===== config.mk =====
export PLATFORM = sky130hd
export DESIGN_NAME = vending_core
export DESIGN_NICKNAME = d
export VERILOG_FILES = /design/src/rtl/vending_core.sv
export SDC_FILE = /design/constraint.sdc
export NUM_CORES = 1
export LEC_CHECK = 0
export CAP_MARGIN = 20
export CORE_MARGIN = 4
export CORE_UTILIZATION = 49
export DETAILED_ROUTE_END_ITERATION = 10
export GPL_TIMING_DRIVEN = 0
export PLACE_DENSITY = 0.63
export SLEW_MARGIN = 20
export SYNTH_ARGS = -nofsm -noshare
export SYNTH_HDL_FRONTEND = slang
export SYNTH_SLANG_ARGS = --single-unit

===== constraint.sdc =====
create_clock -name clk -period 6 [get_ports clk]
set_input_delay 1.2 -clock clk [delete_from_list [all_inputs] [get_ports clk]]
set_output_delay 1.2 -clock clk [all_outputs]
set_load 0.005 [all_outputs]

===== src/rtl/vending_core.sv =====
// Clocked vending controller: credit accumulation, per-slot price/stock table,
// single-cycle vend pulse and largest-first change dispensing over a ready/valid handshake.
module vending_core #(
  parameter int unsigned NUM_SLOTS     = 9,
  parameter int unsigned PRICE_W       = 12,
  parameter int unsigned STOCK_W       = 4,
  parameter int unsigned INIT_STOCK    = 4,
  parameter int unsigned DEFAULT_PRICE = 125,
  parameter int unsigned MAX_CREDIT    = 995,
  localparam int unsigned IDX_W        = $clog2(NUM_SLOTS)
) (
  input  logic                 clk,
  input  logic                 reset,
  input  logic [5:0]           coin_in,
  input  logic                 sel_valid,
  input  logic [IDX_W-1:0]     sel_idx,
  input  logic                 cancel,
  input  logic                 price_we,
  input  logic [IDX_W-1:0]     price_idx,
  input  logic [PRICE_W-1:0]   price_data,
  input  logic                 restock,
  output logic [PRICE_W-1:0]   credit,
  output logic [PRICE_W-1:0]   disp_value,
  output logic                 disp_is_price,
  output logic [NUM_SLOTS-1:0] green_led,
  output logic [NUM_SLOTS-1:0] red_led,
  output logic                 coin_reject,
  output logic                 vend_valid,
  output logic [IDX_W-1:0]     vend_idx,
  output logic                 chg_valid,
  output logic [5:0]           chg_coin,
  input  logic                 chg_ready,
  output logic                 busy
);

  localparam logic [1:0] S_IDLE   = 2'd0;
  localparam logic [1:0] S_CREDIT = 2'd1;
  localparam logic [1:0] S_VEND   = 2'd2;
  localparam logic [1:0] S_CHANGE = 2'd3;

  logic [1:0]         state, state_nxt;
  logic [PRICE_W-1:0] change, change_nxt, credit_nxt, disp_value_nxt;
  logic               disp_is_price_nxt, coin_reject_nxt, vend_valid_nxt, chg_valid_nxt, busy_nxt;
  logic [IDX_W-1:0]   vend_idx_nxt;
  logic [5:0]         chg_coin_nxt;
  logic               price_wr, restock_wr, stock_dec;

  logic [PRICE_W-1:0] price [NUM_SLOTS];
  logic [STOCK_W-1:0] stock [NUM_SLOTS];

  function automatic logic [PRICE_W-1:0] coin_value(input logic [5:0] c);
    case (c)
      6'b000001: coin_value = PRICE_W'(5);
      6'b000010: coin_value = PRICE_W'(10);
      6'b000100: coin_value = PRICE_W'(25);
      6'b001000: coin_value = PRICE_W'(50);
      6'b010000: coin_value = PRICE_W'(100);
      6'b100000: coin_value = PRICE_W'(500);
      default:   coin_value = '0;
    endcase
  endfunction

  // A residue below 5c (odd price) is paid out as one 5c coin so change always terminates.
  function automatic logic [5:0] pick_coin(input logic [PRICE_W-1:0] v);
    if (v >= PRICE_W'(500))      pick_coin = 6'b100000;
    else if (v >= PRICE_W'(100)) pick_coin = 6'b010000;
    else if (v >= PRICE_W'(50))  pick_coin = 6'b001000;
    else if (v >= PRICE_W'(25))  pick_coin = 6'b000100;
    else if (v >= PRICE_W'(10))  pick_coin = 6'b000010;
    else                         pick_coin = 6'b000001;
  endfunction

  logic               sel_ok, idx_ok, coin_ok, can_vend;
  logic [PRICE_W-1:0] coin_sum, sel_price, paid, remain;

  assign sel_ok    = 32'(sel_idx) < NUM_SLOTS;
  assign idx_ok    = 32'(price_idx) < NUM_SLOTS;
  assign coin_sum  = credit + coin_value(coin_in);
  assign coin_ok   = $onehot(coin_in) && (coin_sum <= PRICE_W'(MAX_CREDIT));
  assign sel_price = sel_ok ? price[sel_idx] : '0;
  assign can_vend  = sel_valid && sel_ok && (credit != '0) && (stock[sel_idx] != '0)
                     && (credit >= sel_price);
  assign paid      = coin_value(chg_coin);
  assign remain    = (change > paid) ? change - paid : '0;

  // Next-state and registered-output logic.
  always_comb begin
    state_nxt         = state;
    credit_nxt        = credit;
    change_nxt        = change;
    disp_value_nxt    = disp_value;
    disp_is_price_nxt = disp_is_price;
    coin_reject_nxt   = 1'b0;
    vend_valid_nxt    = 1'b0;
    vend_idx_nxt      = vend_idx;
    chg_valid_nxt     = chg_valid;
    chg_coin_nxt      = chg_coin;
    price_wr          = 1'b0;
    restock_wr        = 1'b0;
    stock_dec         = 1'b0;
    case (state)
      S_IDLE, S_CREDIT: begin
        price_wr   = (state == S_IDLE) && price_we && idx_ok;
        restock_wr = (state == S_IDLE) && restock && idx_ok;
        if (cancel && credit != '0) begin
          change_nxt        = credit;
          credit_nxt        = '0;
          state_nxt         = S_CHANGE;
          chg_valid_nxt     = 1'b1;
          chg_coin_nxt      = pick_coin(credit);
          disp_value_nxt    = credit;
          disp_is_price_nxt = 1'b0;
          coin_reject_nxt   = |coin_in;
        end else if (can_vend) begin
          change_nxt      = credit - sel_price;
          credit_nxt      = '0;
          state_nxt       = S_VEND;
          vend_valid_nxt  = 1'b1;
          vend_idx_nxt    = sel_idx;
          coin_reject_nxt = |coin_in;
        end else begin
          if (coin_in != '0) begin
            if (coin_ok) begin
              credit_nxt        = coin_sum;
              disp_value_nxt    = coin_sum;
              disp_is_price_nxt = 1'b0;
              state_nxt         = S_CREDIT;
            end else begin
              coin_reject_nxt = 1'b1;
            end
          end
          if (sel_valid && sel_ok) begin
            disp_value_nxt    = sel_price;
            disp_is_price_nxt = 1'b1;
          end
        end
      end
      S_VEND: begin
        stock_dec       = 1'b1;
        coin_reject_nxt = |coin_in;
        if (change != '0) begin
          state_nxt         = S_CHANGE;
          chg_valid_nxt     = 1'b1;
          chg_coin_nxt      = pick_coin(change);
          disp_value_nxt    = change;
          disp_is_price_nxt = 1'b0;
        end else begin
          state_nxt = S_IDLE;
        end
      end
      default: begin
        coin_reject_nxt = |coin_in;
        if (chg_valid && chg_ready) begin
          change_nxt     = remain;
          disp_value_nxt = remain;
          if (remain == '0) begin
            chg_valid_nxt = 1'b0;
            chg_coin_nxt  = '0;
            state_nxt     = S_IDLE;
          end else begin
            chg_coin_nxt = pick_coin(remain);
          end
        end
      end
    endcase
    busy_nxt = (state_nxt == S_VEND) || (state_nxt == S_CHANGE);
  end

  always_ff @(posedge clk) begin
    if (reset) begin
      state         <= S_IDLE;
      credit        <= '0;
      change        <= '0;
      disp_value    <= '0;
      disp_is_price <= 1'b0;
      coin_reject   <= 1'b0;
      vend_valid    <= 1'b0;
      vend_idx      <= '0;
      chg_valid     <= 1'b0;
      chg_coin      <= '0;
      busy          <= 1'b0;
    end else begin
      state         <= state_nxt;
      credit        <= credit_nxt;
      change        <= change_nxt;
      disp_value    <= disp_value_nxt;
      disp_is_price <= disp_is_price_nxt;
      coin_reject   <= coin_reject_nxt;
      vend_valid    <= vend_valid_nxt;
      vend_idx      <= vend_idx_nxt;
      chg_valid     <= chg_valid_nxt;
      chg_coin      <= chg_coin_nxt;
      busy          <= busy_nxt;
    end
  end

  // Price and stock table; the vended slot is held in vend_idx during VEND.
  always_ff @(posedge clk) begin
    if (reset) begin
      for (int i = 0; i < NUM_SLOTS; i++) begin
        price[i] <= PRICE_W'(DEFAULT_PRICE);
        stock[i] <= STOCK_W'(INIT_STOCK);
      end
    end else begin
      if (price_wr)   price[price_idx] <= price_data;
      if (restock_wr) stock[price_idx] <= '1;
      if (stock_dec && stock[vend_idx] != '0) stock[vend_idx] <= stock[vend_idx] - STOCK_W'(1);
    end
  end

  always_comb begin
    green_led = '0;
    red_led   = '0;
    for (int i = 0; i < NUM_SLOTS; i++) begin
      red_led[i]   = (stock[i] == '0);
      green_led[i] = (credit >= price[i]) && (stock[i] != '0);
    end
  end

endmodule

# Word-level counts from Yosys, hierarchy flattened
# Memory sizes are Yosys's and may differ from the RTL's. A register that Yosys moved wholly into a read port is not among the register bits.
# Cells that the tools add are included.
# word_totals
ff_bits	53
latchBits	0
ram_bits	144
romBits	0
inputBits	33
n_memories	2
# mem_list
name	depth	word_bits	rd	rd_ports_with_merged_regs	write_ports	line	rtl
price	9	12	10	0	9	48	logic [PRICE_W-1:0] price [NUM_SLOTS];
stock	9	4	11	1	9	49	logic [STOCK_W-1:0] stock [NUM_SLOTS];
# op_classes
add_sub_neg	9
mul	0
div	0
n_lt_le_gt_ge	29
eq_ne	23
n_shift	0
muxes	88
bitwise	3
reduce_logical	66
# op_table
op	count
$mux W12	14
$ge A12 B12 Y1	10
$pmux W9 S6	2
$pmux W12 S2	2
$reduce_bool A4 Y1	11
$mux W6	7
$mux W4	10
$ge A12 B4 Y1 const B	3
$ge A12 B5 Y1 const B	3
$ge A12 B6 Y1 const B	3
$ge A12 B7 Y1 const B	3
$ge A12 B9 Y1 const B	3
$logic_not A4 Y1	9
$mux W1	33
$reduce_bool A12 Y1	2
$sub A12 B12 Y12	2
$logic_and A1 B1 Y1	21
$mux W2	10
$mux W5	3
$add A12 B12 Y12	1
$eq A6 B1 Y1 const B	2
$eq A6 B2 Y1 const B	2
$eq A6 B3 Y1 const B	2
$eq A6 B4 Y1 const B	2
other kinds (34)	58

# Longest topological paths before layout
# logic_depth
ltp_word	13
ltp_mapped	21
ltp_nobuf	15

# Least setup slack after synthesis
# Ideal clock, no wire load.
# synth_timing
path_kind	in2reg
start	input port sel_idx[0]
end	register disp_value[3]
setup_time_ns	0.070
arrival_ns	5.344
setup_slack_ns	0.586
cell_stages	21
n_path_buf	6
cell_sequence	buf_2 > buf_2 > buf_2 > buf_4 > mux2i_1 > a22oi_1 > a32oi_1 > nand2_1 > ha_1 > fa_1 > nor2b_1 > o31ai_1 > a211oi_2 > and3b_1 > or4_1 > buf_2 > nor3_4 > a21o_4 > buf_6 > o21ai_2 > a21oi_2
# synth_via
elab_chain_cells	7
# synth_lines
item	line	rtl
start, declared	16	input logic [IDX_W-1:0] sel_idx,
parallel branches: the longest is 7 deep, another holds $mem_v2 Z9 W12	n/a	
end signal, assigned	186	disp_value <= disp_value_nxt;
end, declared	23	output logic [PRICE_W-1:0] disp_value,
# Parallel ways; which one is timed is not known. The select of a mux whose other input is x is not followed.
# A chain may end at the register's enable or synchronous reset.

# Worst setup path after layout
# layout_timing
start	input port sel_idx[1]
end	register credit[1]
# layout_via
elab_chain_cells	7
# layout_lines
item	line	rtl
parallel branches: the longest is 4 deep, another holds $mem_v2 Z9 W12	n/a	
$logic_and A1 B1 Y1 *	82	&& (credit >= sel_price);
$reduce_bool A3 Y1 (no line) or $mux W12 (tied branches)	n/a	
$reduce_and A3 Y1 (no line) or $mux W12 (tied branches)	n/a	
end signal, assigned	184	credit <= credit_nxt;
end, declared	22	output logic [PRICE_W-1:0] credit,
# Mark *: on every way between the ends.

==> reports/results.ini <==
[global_route]
antenna_found_initial=2
grt_use_met1=0.374
grt_max_degree=21
use_met2=0.466
first_global_vias=13600
grt_pass1_wl_mm=78.8
top_usage_layer=met2
track_usage=0.277
grt.overflow.total=0
use_met3=0.0393

[worst_setup_path]
crit_path_max_fanout=10
cp-start-kind=input port
critPathArrivalTime_ps=6170
worstSetupPathType=in -> reg
crit_family=buffers and inverters
critical_path.endpoint_type=register
cp_num_buf_inv=5
crit_chain=clkdlybuf4s50_1 > clkbuf_4 > clkbuf_4 > mux4_2 > a32oi_1 > nand2_1 > ha_1 > fa_1 > nor2b_1 > o31ai_1 > a211oi_2 > and3b_1 > or4_1 > buf_2 > and2_1 > o21ai_0 > a21oi_1 > buf_2 > a22o_1
worstPathRequired_ps=6430
max_stage_delay_ps=650
cpMaxStageDelayCell=clkdlybuf4s50_1

[synthesis]
ys_warn_count=0
synthArstFlopShare=0
synth_nets=1850
ys_ff_latch=228
synthTopCellsByCount=edfxtp_1 (172), ha_1 (143), inv_1 (140)
netlist_top_cells_area=edfxtp_1 (31%), ha_1 (11%), dfxtp_1 (6.8%)
syn_avg_cell_area_um2=9.87
synth-main-ff-cell=edfxtp_1
netlist_area_um2=16500
synth_edf_count=172
yosysMostFrequentCell=edfxtp_1
netlist_instances=1668
post-synth-top-area-fraction=0.314
synthDistinctLibCells=94
synth.largest_area_cell=edfxtp_1
yosysSeqAreaShare=0.382

[run]
max_cap_viol_count=0

[routing]
num_vias=13900
viasPerCell=6.21
drt_iter0_drc=1327
drc=0
wl_per_cell_um=22.9
postRouteAntennaNets=0
drtPass1Iterations=6
routed_wirelength_mm=51.4

[floorplan]
ioPinCount=90
die_y_um=191
core_area_um2=32900
rows=66
initial_core_util=0.501
die_area_um2=36600
die_w_um=191

[clock_tree]
cts_tree=built
ctsLongestPathBuffers=3
htree_levels=1
cts.clk_slew.worst_paths_ps=60
cts_root_buffer=clkbuf_16
clock_latency_ps=550
cts.sinks=228
cts_buffers=27

[placed_design]
postPlaceCellArea_um2=17900
place.gp.congestion=0.953
port_buffers=83
dp_hpwl_mm=39.5

[power]
power_leakage_nw=7.99
ir_drop_uv=238
p_per_area_nw_per_um2=264
power.total_mw=4.94

[timing]
timing.final.crit_share=0.956
setup_viol=0
finClkSkew_ps=13.2
fin_crit_ps=5730
whs_ps=492
relSlewSlack=0.219
drv_slew=0
worst_pin_slew_ps=1160
rsz0062_at_grt=false
clock.fmax_ghz=0.174
hold_viol_final=0

[layout]
finalNetCount=1963
final_area_um2=18700
fin_util=0.569
syn2layout_area_growth_pct=13.5
drive_gt1_frac=0.0894

[status]
run_status=finished, final reports clean

[worst_hold_path]
hold_class=reg -> reg

-- cell families after synthesis --
group,share of synthesized area
AOI/OAI and AO/OA,0.180
xor gates and xnor gates,0.0149
adders and majority gates,0.116
buffers and inverters,0.0561
DFF,0.382
muxes,0.0766
and+or+nand+nor,0.174
-- power by group --
group / total [mW] / internal (mW) / switching [mW]
combinational: 1.61 / 0.588 / 1.02
clock: 1.53 / 0.859 / 0.676
sequential: 1.79 / 1.75 / 0.0498
-- worst paths after layout --
check	start	end	slack [ps]	cells after the start
worst max-delay path	sel_idx[1]	credit[1]$_SDFFE_PP0P_	270	19
worst min-delay path	disp_value[7]$_SDFFE_PP0P_	disp_value[7]$_SDFFE_PP0P_	490	2
worst max register to register	chg_coin[1]$_SDFFE_PP0P_	disp_value[11]$_SDFFE_PP0P_	1620	15
worst min register to register	disp_value[7]$_SDFFE_PP0P_	disp_value[7]$_SDFFE_PP0P_	490	2
-- sequential cells by signal, summed over array words and instances (netlist names), named ones only --
name           cells
stock             64
disp_value        12
chg_valid          1
chg_coin           6
credit            12
vend_valid         1
disp_is_price      1
change            12
coin_reject        1
price            108
vend_idx           4
-- repair_timing --
action,in CTS,in global routing
pin swaps,0,1
setup endpoints to repair,44,39
buffers inserted,0,1
resized for setup,4,6
hold buffers,0,0
-- cell usage in the layout, fill, tap and decap left out, drive strengths merged, types with 56 or more instances in the layout --
cell	instances
a21oi	105
clkbuf	92
clkdlybuf4s50	83
dfxtp	56
edfxtp	172
ha	143
inv	142
nand2	89
nor2	101
o21ai	56
-- through the flow --
stage	cells	TNS (ps)	worst slack [ps]
finish	2243	0	265
global route	2242	0	11.6
CTS	2241	0	75.2
detailed placement	2193	-43730	-1120
global placement	2193	-44320	-1150
floorplan	1668	0	586
-- cell type report --
cell class,count,area [um^2]
Fill cell,2948,14200
Inverter,142,533
Timing Repair Buffer,84,838
Multi-Input combinational cell,1211,9260
Clock buffer,27,676
Buffer,87,405
Antenna cell,1,2.50
Tap cell,442,553
Sequential cell,228,6290
Clock inverter,21,133
-- per-layer routing --
metal	vias to the layer above	part of all wire	wire length [um]
li1	6431	-	-
met1	6753	0.42	21600
met2	607	0.47	24200
met3	128	0.076	3890
met4	2	0.032	1660
met5	-	0.00025	13
-- worst min-delay path: stages, from the launching register on --
cell and delay [ps]:
dfxtp_1 330, o21ai_2 70, a21oi_2 50
No activity file was read; power rests on OpenSTA's default activity.
